**config.mk**
```make
export PLATFORM = sky130hd
export DESIGN_NAME = sel_scanner
export DESIGN_NICKNAME = d
export VERILOG_FILES = /design/src/rtl/sel_pkg.sv /design/src/rtl/presc_tick.sv /design/src/rtl/sel_scanner.sv
export SDC_FILE = /design/constraint.sdc
export NUM_CORES = 1
export LEC_CHECK = 0
export CAP_MARGIN = 20
export CORE_UTILIZATION = 55
export DETAILED_ROUTE_END_ITERATION = 12
export PLACE_DENSITY = 0.91
export SLEW_MARGIN = 20
export SYNTH_ARGS = -nofsm -noshare
export SYNTH_HDL_FRONTEND = slang
export SYNTH_SLANG_ARGS = --single-unit
```
**constraint.sdc**
```tcl
create_clock -name clk -period 3 [get_ports clk]
set_clock_uncertainty 0.05 [all_clocks]
set_input_delay 0.3 -clock clk [delete_from_list [all_inputs] [get_ports clk]]
set_output_delay 0.3 -clock clk [all_outputs]
set_load 0.02 [all_outputs]
```
**src/rtl/sel_pkg.sv**
```systemverilog
// rtl/sel_pkg.sv - shared constants and types for the select scanner
package sel_pkg;
  localparam logic [1:0] MODE_UP     = 2'b00;
  localparam logic [1:0] MODE_DOWN   = 2'b01;
  localparam logic [1:0] MODE_BOUNCE = 2'b10;
  localparam logic [1:0] MODE_HOLD   = 2'b11;

  localparam logic [2:0] SEL_MIN = 3'd0;
  localparam logic [2:0] SEL_MAX = 3'd7;

  typedef enum logic {
    DIR_UP   = 1'b0,
    DIR_DOWN = 1'b1
  } dir_t;
endpackage

```
**src/rtl/presc_tick.sv**
```systemverilog
// rtl/presc_tick.sv - clock prescaler issuing one advance enable every DIV enabled clocks
module presc_tick #(
  parameter int DIV = 4,
  parameter int CW  = 8
) (
  input  logic clk,
  input  logic rst,
  input  logic en,
  input  logic clr,
  output logic adv_en
);
  localparam logic [CW-1:0] TOP = CW'(DIV - 1);

  logic [CW-1:0] cnt;

  assign adv_en = en && (cnt == TOP);

  // Count is held while disabled so an en toggle neither adds nor loses an advance.
  always_ff @(posedge clk) begin
    if (rst || clr) begin
      cnt <= '0;
    end else if (en) begin
      cnt <= adv_en ? '0 : cnt + 1'b1;
    end
  end
endmodule

```
**src/rtl/sel_scanner.sv**
```systemverilog
// rtl/sel_scanner.sv - 3-bit select sequencer feeding a 3-to-8 decoder
module sel_scanner
  import sel_pkg::*;
#(
  parameter int DIV = 4,
  parameter int CW  = 8
) (
  input  logic       clk,
  input  logic       rst,
  input  logic       en,
  input  logic [1:0] mode,
  input  logic       load,
  input  logic [2:0] din,
  input  logic       step,
  output logic       s0,
  output logic       s1,
  output logic       s2,
  output logic       tick,
  output logic       wrap
);
  logic [2:0] sel, sel_n;
  dir_t       dir, dir_n;
  logic       tick_n, wrap_n;
  logic       run, adv_en, adv;

  assign run = en && (mode != MODE_HOLD);

  presc_tick #(.DIV(DIV), .CW(CW)) u_presc (
    .clk    (clk),
    .rst    (rst),
    .en     (run),
    .clr    (load),
    .adv_en (adv_en)
  );

  assign adv = (mode != MODE_HOLD) && (en ? adv_en : step);

  always_comb begin
    sel_n  = sel;
    dir_n  = dir;
    tick_n = 1'b0;
    wrap_n = 1'b0;
    if (load) begin
      sel_n = din;
      dir_n = (mode == MODE_DOWN) ? DIR_DOWN : DIR_UP;
    end else if (adv) begin
      tick_n = 1'b1;
      case (mode)
        MODE_UP: begin
          sel_n  = sel + 3'd1;
          dir_n  = DIR_UP;
          wrap_n = (sel == SEL_MAX);
        end
        MODE_DOWN: begin
          sel_n  = sel - 3'd1;
          dir_n  = DIR_DOWN;
          wrap_n = (sel == SEL_MIN);
        end
        default: begin
          // Bounce reflects off each end point instead of wrapping around.
          if (dir == DIR_UP) begin
            if (sel == SEL_MAX) begin
              sel_n  = SEL_MAX - 3'd1;
              dir_n  = DIR_DOWN;
              wrap_n = 1'b1;
            end else begin
              sel_n = sel + 3'd1;
            end
          end else begin
            if (sel == SEL_MIN) begin
              sel_n  = SEL_MIN + 3'd1;
              dir_n  = DIR_UP;
              wrap_n = 1'b1;
            end else begin
              sel_n = sel - 3'd1;
            end
          end
        end
      endcase
    end
  end

  always_ff @(posedge clk) begin
    if (rst) begin
      sel  <= SEL_MIN;
      dir  <= DIR_UP;
      tick <= 1'b0;
      wrap <= 1'b0;
    end else begin
      sel  <= sel_n;
      dir  <= dir_n;
      tick <= tick_n;
      wrap <= wrap_n;
    end
  end

  assign s0 = sel[0];
  assign s1 = sel[1];
  assign s2 = sel[2];
endmodule

```
==> reports/qor.yml <==
synth:
  synth-edff-count: 0
  synth_area_um2: 882
  synthFlopType: "dfxtp_1"
  async_flop_share_pct: 0
  synth.avg_cell_area_um2: 8.65
  synth_top_cell_by_area: "dfxtp_1"
  synth.area.top_cells: "dfxtp_1 32%, ha_1 9.9%, xor2_1 6.0%"
  seq_area_frac_synth_pct: 31.8
  yosys_warnings: 0
  synth_nets: 119
  yosysMostFrequentCell: "dfxtp_1"
  ys_ff_latch: 14
  netlist_instances: 102
  ys_types: 35
  yosys-top-cells-count: "14 x dfxtp_1, 10 x nand2_1, 9 x inv_1"
  synth_top_area_share_pct: 31.8
power_and_ir_drop:
  ir_drop_uv: 358
  p_leak_nw: 0.434
  p_per_area_mw_per_mm2: 368
sta:
  timing.final.crit_share_pct: 72.3
  setup_violations: 0
  period_needed_ns: 2.17
  slew_headroom_pct: 60.2
  final_max_slew_viol_count: 0
  rsz0062_at_grt: "false"
  hold_viol: 0
  finalSetupTns_ns: 0
  hold_ws_ns: 0.470
  fmax_mhz: 461
  tightest_slew_ns: 0.596
layout:
  nets: 135
  fillers: 115
  n_antenna_cell: 0
  stdcell_count: 132
  drive_gt1_share_pct: 6.03
  area_growth_pct: 19.4
  utilization_pct: 69.9
critical_path:
  rrSetupSlack_ns: 0.83
  crit_required_ns: 3.11
  cp_slowest_cell: "or4b_4"
  arrival_ns: 2.28
  crit_path_end: "dir"
  crit_type: "reg -> reg"
  crit_start: "u_presc.cnt[0]"
  crit_path_end_kind: "flip-flop"
  r2r_cells: 5
  start_kind: "flip-flop"
  crit_fanout: 8
  max_stage_delay_ns: 0.50
  cp_cell_sequence: "ha_1 -> or4b_4 -> o22ai_2 -> a21oi_1 -> o311a_1"
  rr_endpoint: "dir"
  r2r_start: "u_presc.cnt[0]"
floorplanning:
  die_h_um: 42.0
  core-area_mm2: 0.00151
  start_util_pct: 58.6
  ios: 15
  die_area_mm2: 0.00177
  die_w_um: 42.0
  rows: 14
placement:
  gp_congestion: 0.830
  portBuffers: 14
  dp_hpwl_mm: 1.48
  placed_cells_incl_taps: 129
cts:
  clk_pin_slew_ns: 0.08
  insertion_delay_ns: 0.27
  post_cts_resized: 0
  cts_setup_buffers: 0
  cts-root-buf: "clkbuf_4"
  clock_sinks: 14
  cts_tree: "built"
  cts-buffers-inserted: 3
  htreeDepth: 1
  hold_buffers: 0
  cts_buffer_depth: 2
global_routing:
  grt_max_degree: 15
  gr-total-overflow: 0
  grt_pass1_vias: 742
  grt_pass1_wl_mm: 3.24
  grt_use_total_pct: 24.1
  antenna_found_initial: 0
run:
  maxCapViolations: 0
outcome:
  status: "complete, no violations"
hold_path:
  min_path_type: "reg -> reg"
routing:
  route.detailed.drc: 0
  drtIter0Drc: 26
  totalWireLength_mm: 1.97
  drtAntennaViolNets: 0
  route.vias.total: 816
  dr.pass1.iters: 4
  drt-wirelength-per-cell_um: 14.9
  viasPerCell: 6.18
-- per-layer routing --
metal / vias to the layer above / GRT usage [%] / part of all wire, %
met5: - / 0 / 0
met3: 5 / 7.76 / 4.5
met1: 384 / 29.7 / 44
met4: 0 / 4.38 / 0.61
met2: 26 / 41.6 / 50
li1: 401 / - / -
-- layout make-up --
| cell class | count | area (um^2) | share of cell area, % |
|---|---|---|---|
| multi-input combinational | 76 | 557 | 52.9 |
| sequential | 14 | 280 | 26.6 |
| timing repair buffer | 14 | 140 | 13.3 |
| inverter | 9 | 33.8 | 3.21 |
| clock buffer | 3 | 22.5 | 2.14 |
| tap | 16 | 20.0 | 1.90 |
-- state kept, by name (all words and copies together) (netlist names) --
register / count
wrap: 1
dir: 1
tick: 1
u_presc.cnt: 8
sel: 3
-- layout by cell type (no fill, tap or decap), types with 2 or more instances in the layout --
master           instances
nor2b_1                  2
a21oi_1                  6
nor3_1                   2
a211o_1                  2
inv_1                    9
nand2_1                 10
and3_1                   3
nand3_1                  2
ha_1                     7
dfxtp_1                 14
clkdlybuf4s50_1         14
mux2i_1                  2
nand4_1                  5
o21ai_0                  2
nor2_1                   7
xor2_1                   6
a311oi_1                 2
clkbuf_4                 3
-- through the flow --
step           setup WS (ns)  power (mW)  cell area [um^2]
6_report               0.831       0.387              1050
4_1_cts                0.864       0.390              1050
3_3_place_gp           0.843       0.284              1030
2_1_floorplan           1.10       0.256               882
5_1_grt                0.735       0.408              1050
3_5_place_dp           0.772       0.289              1030
-- how the worst min path moves through the flow --
stage | from | to | slack, ns | cells after the start
2_1_floorplan | load | sel[2] | 0.38 | 2
3_3_place_gp | u_presc.cnt[7] | u_presc.cnt[7] | 0.46 | 2
3_5_place_dp | u_presc.cnt[7] | u_presc.cnt[7] | 0.45 | 2
4_1_cts | u_presc.cnt[7] | u_presc.cnt[7] | 0.48 | 2
5_1_grt | u_presc.cnt[7] | u_presc.cnt[7] | 0.49 | 2
6_report | u_presc.cnt[7] | u_presc.cnt[7] | 0.47 | 2
-- report_power, final --
group	leakage, nW	internal [mW]	switching [mW]
sequential	0.114	0.191	0.00815
combinational	0.306	0.0416	0.0449
clock	0.0138	0.0465	0.0551
total	0.434	0.279	0.108
-- worst max-delay path: cells and delay by family, from the launching register on --
kind                     cells  cell delay [ns]
AO/OA/AOI/OAI                3             0.77
adder cells (fa/ha/maj)      1             0.29
flip-flops                   1             0.45
AND/OR/NAND/NOR              1             0.50
-- cells by family after synthesis --
| kind of cell | count (synthesis) | share of synthesized area, % |
|---|---|---|
| buffers and inverters | 12 | 5.11 |
| multiplexers | 2 | 2.27 |
| XOR/XNOR | 6 | 5.96 |
| flip-flops | 14 | 31.8 |
| adder cells (fa/ha/maj) | 7 | 9.93 |
| AO/OA/AOI/OAI | 24 | 21.6 |
| AND/OR/NAND/NOR | 37 | 23.4 |
(Power assumes the default switching activity.)
